## src/rtl/pipe_stage_buf_if.sv

```systemverilog
// Handshake bundle for one elastic pipeline boundary: upstream in_* side and downstream out_* side.
// master = the surrounding pipeline (drives in_*, out_ready); slave = the stage register itself.
interface pipe_stage_buf_if #(
  parameter int DATA_W = 64,
  parameter int CTRL_W = 8
);
  logic              in_valid;
  logic              in_ready;
  logic [CTRL_W-1:0] in_ctrl;
  logic [DATA_W-1:0] in_data;
  logic              out_valid;
  logic              out_ready;
  logic [CTRL_W-1:0] out_ctrl;
  logic [DATA_W-1:0] out_data;

  modport master (
    output in_valid, in_ctrl, in_data, out_ready,
    input  in_ready, out_valid, out_ctrl, out_data
  );

  modport slave (
    input  in_valid, in_ctrl, in_data, out_ready,
    output in_ready, out_valid, out_ctrl, out_data
  );
endinterface

```

## src/rtl/pipe_stage_buf.sv

```systemverilog
// Elastic pipeline-stage register with a 2-entry skid buffer, flush-to-bubble and optional
// saturating stall/bubble statistics (enabled by defining PIPE_STAT_EN).
module pipe_stage_buf #(
  parameter int DATA_W = 64,
  parameter int CTRL_W = 8,
  parameter int CNT_W  = 32
) (
  input  logic             clk,
  input  logic             reset,
  input  logic             flush,
  pipe_stage_buf_if.slave  bus,
  output logic [CNT_W-1:0] stall_cnt,
  output logic [CNT_W-1:0] bubble_cnt
);

  typedef enum logic [1:0] {
    EMPTY = 2'd0,
    ONE   = 2'd1,
    FULL  = 2'd2
  } state_e;

  state_e            state_q, state_d;
  logic [DATA_W-1:0] mainData_q, mainData_d;
  logic [CTRL_W-1:0] mainCtrl_q, mainCtrl_d;
  logic [DATA_W-1:0] skidData_q, skidData_d;
  logic [CTRL_W-1:0] skidCtrl_q, skidCtrl_d;
  logic              mainValid;
  logic              accept;
  logic              pop;

  // in_ready is a pure decode of registered state so out_ready never reaches upstream.
  assign mainValid     = (state_q != EMPTY);
  assign bus.in_ready  = (state_q != FULL);
  assign bus.out_valid = mainValid;
  assign bus.out_ctrl  = mainValid ? mainCtrl_q : '0;
  assign bus.out_data  = mainData_q;

  assign accept = bus.in_valid && bus.in_ready;
  assign pop    = bus.out_valid && bus.out_ready;

  always_comb begin
    state_d    = state_q;
    mainData_d = mainData_q;
    mainCtrl_d = mainCtrl_q;
    skidData_d = skidData_q;
    skidCtrl_d = skidCtrl_q;

    unique case (state_q)
      EMPTY: begin
        if (accept) begin
          state_d    = ONE;
          mainData_d = bus.in_data;
          mainCtrl_d = bus.in_ctrl;
        end
      end
      ONE: begin
        if (accept && !pop) begin
          state_d    = FULL;
          skidData_d = bus.in_data;
          skidCtrl_d = bus.in_ctrl;
        end else if (accept && pop) begin
          mainData_d = bus.in_data;
          mainCtrl_d = bus.in_ctrl;
        end else if (pop) begin
          state_d = EMPTY;
        end
      end
      FULL: begin
        if (pop) begin
          state_d    = ONE;
          mainData_d = skidData_q;
          mainCtrl_d = skidCtrl_q;
        end
      end
      default: state_d = EMPTY;
    endcase

    // Flush discards everything, including a same-cycle accept; out_data keeps its old value.
    if (flush) begin
      state_d    = EMPTY;
      mainData_d = mainData_q;
      mainCtrl_d = mainCtrl_q;
      skidData_d = skidData_q;
      skidCtrl_d = skidCtrl_q;
    end
  end

  always_ff @(posedge clk or negedge reset) begin
    if (!reset) begin
      state_q    <= EMPTY;
      mainData_q <= '0;
      mainCtrl_q <= '0;
      skidData_q <= '0;
      skidCtrl_q <= '0;
    end else begin
      state_q    <= state_d;
      mainData_q <= mainData_d;
      mainCtrl_q <= mainCtrl_d;
      skidData_q <= skidData_d;
      skidCtrl_q <= skidCtrl_d;
    end
  end

`ifdef PIPE_STAT_EN
  logic [CNT_W-1:0] stallCnt_q, stallCnt_d;
  logic [CNT_W-1:0] bubbleCnt_q, bubbleCnt_d;

  // Saturating counters; flush deliberately leaves them alone.
  always_comb begin
    stallCnt_d  = stallCnt_q;
    bubbleCnt_d = bubbleCnt_q;
    if (bus.out_valid && !bus.out_ready && (stallCnt_q != '1)) begin
      stallCnt_d = stallCnt_q + CNT_W'(1);
    end
    if (bus.out_ready && !bus.out_valid && (bubbleCnt_q != '1)) begin
      bubbleCnt_d = bubbleCnt_q + CNT_W'(1);
    end
  end

  always_ff @(posedge clk or negedge reset) begin
    if (!reset) begin
      stallCnt_q  <= '0;
      bubbleCnt_q <= '0;
    end else begin
      stallCnt_q  <= stallCnt_d;
      bubbleCnt_q <= bubbleCnt_d;
    end
  end

  assign stall_cnt  = stallCnt_q;
  assign bubble_cnt = bubbleCnt_q;
`else
  assign stall_cnt  = '0;
  assign bubble_cnt = '0;
`endif

endmodule
```

## src/flat_wrapper.sv

```systemverilog
// flat-port wrapper written by rule: the top's interface ports become plain ports
module pipe_stage_buf_flat 
#(
  parameter int DATA_W = 64,
  parameter int CTRL_W = 8,
  parameter int CNT_W  = 32
)
  (clk, reset, flush, stall_cnt, bubble_cnt, bus_in_valid, bus_in_ctrl, bus_in_data, bus_out_ready, bus_in_ready, bus_out_valid, bus_out_ctrl, bus_out_data);
  pipe_stage_buf_if #(.DATA_W(DATA_W), .CTRL_W(CTRL_W)) bus_i ();
  input  logic clk;
  input  logic reset;
  input  logic flush;
  output logic [CNT_W-1:0] stall_cnt;
  output logic [CNT_W-1:0] bubble_cnt;
  input wire logic [$bits(bus_i.in_valid)-1:0] bus_in_valid;
  input wire logic [$bits(bus_i.in_ctrl)-1:0] bus_in_ctrl;
  input wire logic [$bits(bus_i.in_data)-1:0] bus_in_data;
  input wire logic [$bits(bus_i.out_ready)-1:0] bus_out_ready;
  output wire logic [$bits(bus_i.in_ready)-1:0] bus_in_ready;
  output wire logic [$bits(bus_i.out_valid)-1:0] bus_out_valid;
  output wire logic [$bits(bus_i.out_ctrl)-1:0] bus_out_ctrl;
  output wire logic [$bits(bus_i.out_data)-1:0] bus_out_data;
  assign bus_i.in_valid = bus_in_valid;
  assign bus_i.in_ctrl = bus_in_ctrl;
  assign bus_i.in_data = bus_in_data;
  assign bus_i.out_ready = bus_out_ready;
  assign bus_in_ready = bus_i.in_ready;
  assign bus_out_valid = bus_i.out_valid;
  assign bus_out_ctrl = bus_i.out_ctrl;
  assign bus_out_data = bus_i.out_data;
  pipe_stage_buf #(.DATA_W(DATA_W), .CTRL_W(CTRL_W), .CNT_W(CNT_W)) u_core (.clk(clk), .reset(reset), .flush(flush), .bus(bus_i), .stall_cnt(stall_cnt), .bubble_cnt(bubble_cnt));
endmodule
```

## config.mk

```make
export PLATFORM = sky130hd
export DESIGN_NAME = pipe_stage_buf_flat
export DESIGN_NICKNAME = d
export VERILOG_FILES = /design/src/rtl/pipe_stage_buf_if.sv /design/src/rtl/pipe_stage_buf.sv /design/src/flat_wrapper.sv
export SDC_FILE = /design/constraint.sdc
export NUM_CORES = 1
export LEC_CHECK = 0
export CAP_MARGIN = 25
export CORE_MARGIN = 10
export CORE_UTILIZATION = 47
export CTS_CLUSTER_SIZE = 24
export DETAILED_ROUTE_END_ITERATION = 8
export GPL_TIMING_DRIVEN = 0
export PLACE_DENSITY = 0.92
export SYNTH_ARGS = -nofsm -noshare
export SYNTH_HDL_FRONTEND = slang
export SYNTH_SLANG_ARGS = --single-unit
export TNS_END_PERCENT = 10
```

## constraint.sdc

```tcl
create_clock -name clk -period 1.91 [get_ports clk]
set_input_delay 0.382 -clock clk [delete_from_list [all_inputs] [get_ports clk]]
set_output_delay 0.382 -clock clk [all_outputs]
set_load 0.02 [all_outputs]
```

==> metrics.log <==
INFO  metric post_synth_inst_count = 475
INFO  metric seq_area = 3650 um2
INFO  metric port-buffer-count = 150
INFO  metric drive_gt1_share = 48.4%
INFO  metric vias = 4,354
INFO  metric slowest_stage = sky130_fd_sc_hd__or4bb_4
INFO  metric grt_pass1_wl = 26,300 um
INFO  metric timing_hold_violations_final = 0
INFO  metric viasPerCell = 4.76
INFO  metric yosysSeqAreaShare = 53.0%
INFO  metric globalRouteOverflowTotal = 0
INFO  metric synth_to_layout_area_growth = 40.2%
INFO  metric post-route-period-util = 100%
INFO  metric grt_setup_unrepaired = yes
INFO  metric design.core.area = 14,500 um2
INFO  metric power.ir.vdd_worst = 0.000697 V
INFO  metric synth.area.top_cells = sky130_fd_sc_hd__dfrtp_1 53%, sky130_fd_sc_hd__mux2_2 34%, sky130_fd_sc_hd__buf_4 7.0%, sky130_fd_sc_hd__mux2_1 1.5%, sky130_fd_sc_hd__buf_2 1.2%
INFO  metric drtIter0Drc = 107
INFO  metric run_status = complete, but fails checks
INFO  metric whs_endpoint = u_core.state_q[1]$_DFFE_PN0P_
INFO  metric final.setup.tns = -0.0186 ns
INFO  metric violations = setup timing
INFO  metric timing.slew.headroom = 59.2%
INFO  metric synth_seq_cells = 146
INFO  metric yosysTopAreaCellShare = 53.0%
INFO  metric htree_levels = 4
INFO  metric boundaryPins = 215
INFO  metric number_of_endpoints_failing_setup_at_the_final_stage = 5
INFO  metric cts_made_buffers = 17
INFO  metric timing.fmax = 0.521 GHz
INFO  metric cts_root_buffer = sky130_fd_sc_hd__clkbuf_16
INFO  metric crit_chain = or4bb_4 -> o31ai_4 -> buf_12 -> buf_6 -> mux2_1
INFO  metric final.min_clock_period = 1.92 ns
INFO  metric critical_path.max_stage_delay = 0.56 ns
INFO  metric wl_per_cell = 18.1 um
INFO  metric static-leakage-power = 4.35 nW
INFO  metric die_y = 141 um
INFO  metric worst_setup_slack_for_register_to_register_paths = -0.008 ns
INFO  metric multi_input_comb_area = 2860 um2
INFO  metric postRouteWirelength = 16,500 um
INFO  metric powerDensity = 1080 nW/um2
INFO  metric design.die.area = 19,900 um2
INFO  metric class_of_the_worst_hold_path = in -> reg
INFO  metric power = 10.4 mW
INFO  metric nets = 793
INFO  metric critPathRequiredTime = 2.20 ns
INFO  metric clk-insertion-delay-late = 0.42 ns
INFO  metric die_w = 141 um
INFO  metric setup_ws = -0.00767 ns
INFO  metric final_cell_count_no_fill = 914
INFO  metric r2r_end = u_core.bus.out_data[52]$_DFFE_PN0P_
INFO  metric starting_density = 47.6%
INFO  metric globalRouteTotalUtil = 16.6%
INFO  metric yosysTopAreaCell = sky130_fd_sc_hd__dfrtp_1
INFO  metric tritoncts = done
INFO  metric dp.cells = 873
INFO  metric r2r_cells = 5
INFO  metric grt_antenna_before_repair = 0
INFO  metric synth_area_per_cell = 14.5 um2
INFO  metric timing.critical_path.arrival = 2.21 ns
INFO  metric detail_route.first_pass.iterations = 4
INFO  metric cts.reportedPaths.clkPinSlew = 0.06 ns
INFO  metric hold_critical_path_depth = 2
INFO  metric drv_cap = 0
INFO  metric crit-reg2reg-launch = u_core.state_q[1]$_DFFE_PN0P_
INFO  metric drt.antenna.violating_nets = 0
INFO  metric fin_worst_skew = 0.00713 ns
INFO  metric crit_path_start_kind = register
INFO  metric drc = 0
INFO  metric slew_violations = 0
INFO  metric worstMarginPinSlew = 0.612 ns
INFO  metric critical_path_peak_fanout = 10
INFO  metric first_global_vias = 5,011
INFO  metric worst_hold_startpoint = bus_out_ready
INFO  metric gp_congestion = 0.744
INFO  metric std_cell_rows = 44
INFO  metric numClockSinks = 146
INFO  metric critPathKind = reg -> reg
INFO  metric synth_area = 6900 um2
INFO  metric place.detailed.hpwl = 12,100 um
INFO  metric grt_max_degree = 81
INFO  metric clock_tree.buffer_depth = 2
INFO  metric yosysWarningCount = 0
INFO  metric timing.critical_path.to_type = register
INFO  metric fillers = 1,003
INFO  metric synth.distinct_cells = 19
## worst max-delay path, delay by kind of cell, from the launching register on
family	cells	cell delay [ns]
buffers and inverters	2	0.34
DFF	1	0.45
muxes	1	0.35
and+or+nand+nor	1	0.56
AOI/OAI and AO/OA	1	0.08
## power by group
group	switching [mW]	internal (mW)	leakage, nW
clock	1.30	2.31	0.308
sequential	0.385	3.85	1.75
combinational	1.14	1.46	2.29
total	2.83	7.61	4.35
## layout make-up
| class | instances | area share [%] |
|---|---|---|
| Buffer | 87 | 7.01 |
| Clock inverter | 15 | 2.23 |
| Multi-Input combinational cell | 304 | 29.6 |
| Inverter | 2 | 0.0776 |
| Clock buffer | 17 | 4.40 |
| Sequential cell | 146 | 37.8 |
| Antenna cell | 1 | 0.0259 |
| Tap cell | 184 | 2.38 |
| Timing Repair Buffer | 158 | 16.5 |
## worst max path at each step
stage,end,slack [ns],start
final,u_core.bus.out_data[52]$_DFFE_PN0P_,-0.008,u_core.state_q[1]$_DFFE_PN0P_
after global routing,u_core.bus.out_data[52]$_DFFE_PN0P_,-0.06,u_core.state_q[0]$_DFFE_PN0P_
after CTS,bus_out_ctrl[1],-0.06,u_core.state_q[1]$_DFFE_PN0P_
after detailed placement,u_core.bus.out_data[24]$_DFFE_PN0P_,-0.61,bus_out_ready
after global placement,u_core.skidData_q[47]$_DFFE_PN0P_,-4.96,reset
after floorplan,u_core.bus.out_data[60]$_DFFE_PN0P_,0.14,u_core.state_q[1]$_DFFE_PN0P_
## cell usage after synthesis
library cell              number
sky130_fd_sc_hd__inv_1         2
sky130_fd_sc_hd__mux2_1        9
sky130_fd_sc_hd__buf_4        64
sky130_fd_sc_hd__buf_2        16
sky130_fd_sc_hd__or3b_2        1
sky130_fd_sc_hd__o21ba_2       1
sky130_fd_sc_hd__nand3_1       1
sky130_fd_sc_hd__a21oi_1       2
sky130_fd_sc_hd__nor2_1        3
sky130_fd_sc_hd__mux2_2      207
sky130_fd_sc_hd__or4bb_1       1
sky130_fd_sc_hd__nor2b_1      10
sky130_fd_sc_hd__nand2_1       1
sky130_fd_sc_hd__dfrtp_1     146
sky130_fd_sc_hd__nor3_1        1
sky130_fd_sc_hd__buf_6         7
sky130_fd_sc_hd__mux2i_1       1
sky130_fd_sc_hd__o31ai_4       1
sky130_fd_sc_hd__conb_1        1
## sequential cells by signal, summed over array words and instances (netlist names)
name	count
u_core.mainCtrl_q	8
u_core.skidData_q	64
u_core.bus.out_data	64
u_core.state_q	2
u_core.skidCtrl_q	8
## cell families after synthesis
| logic type | count (synthesis) | synth area share, % |
|---|---|---|
| compound gates | 4 | 0.599 |
| buf+inv | 89 | 9.38 |
| flops | 146 | 53.0 |
| mux | 217 | 35.4 |
| other cells | 1 | 0.0544 |
| simple gates | 18 | 1.56 |
## per-layer routing
layer | part of all wire [%] | track usage, % | wire length [um] | up-vias
met5 | 0 | 0 | 0 | -
met4 | 1.8 | 5.65 | 296 | 0
met3 | 9.6 | 7.32 | 1580 | 28
met2 | 52 | 29.4 | 8640 | 139
met1 | 36 | 16.8 | 5990 | 2160
li1 | - | - | - | 2027
## cell usage in the layout, fill, tap and decap left out, types with 3 or more instances in the layout
| cell type | instances |
|---|---|
| sky130_fd_sc_hd__nor2b_1 | 9 |
| sky130_fd_sc_hd__bufinv_16 | 5 |
| sky130_fd_sc_hd__buf_6 | 14 |
| sky130_fd_sc_hd__dfrtp_1 | 145 |
| sky130_fd_sc_hd__conb_1 | 64 |
| sky130_fd_sc_hd__clkdlybuf4s50_1 | 136 |
| sky130_fd_sc_hd__clkinv_2 | 5 |
| sky130_fd_sc_hd__buf_4 | 69 |
| sky130_fd_sc_hd__clkinvlp_4 | 3 |
| sky130_fd_sc_hd__mux2_1 | 9 |
| sky130_fd_sc_hd__dlymetal6s2s_1 | 3 |
| sky130_fd_sc_hd__buf_12 | 3 |
| sky130_fd_sc_hd__buf_2 | 15 |
| sky130_fd_sc_hd__mux2_2 | 207 |
| sky130_fd_sc_hd__clkbuf_16 | 17 |
## repair_timing
item | CTS | global route
pin swaps | 2 | 1
gates cloned | 1 | 0
buffers inserted | 5 | 1
resized for setup | 51 | 12
setup endpoints to repair | 139 | 143
hold buffers | 1 | 0
hold endpoints to repair | 66 | 0
## stage by stage
step	area (um2)	util [%]	hold slack, ns	setup WS [ns]
after floorplan	7130	-	0.0864	0.144
after global placement	8860	61.2	0.463	-4.96
after detailed placement	8890	61.4	0.415	-0.615
after CTS	9630	66.5	0.490	-0.0629
after global routing	9670	66.8	0.326	-0.0612
final	9670	66.8	0.322	-0.00767
(Power assumes the default switching activity.)
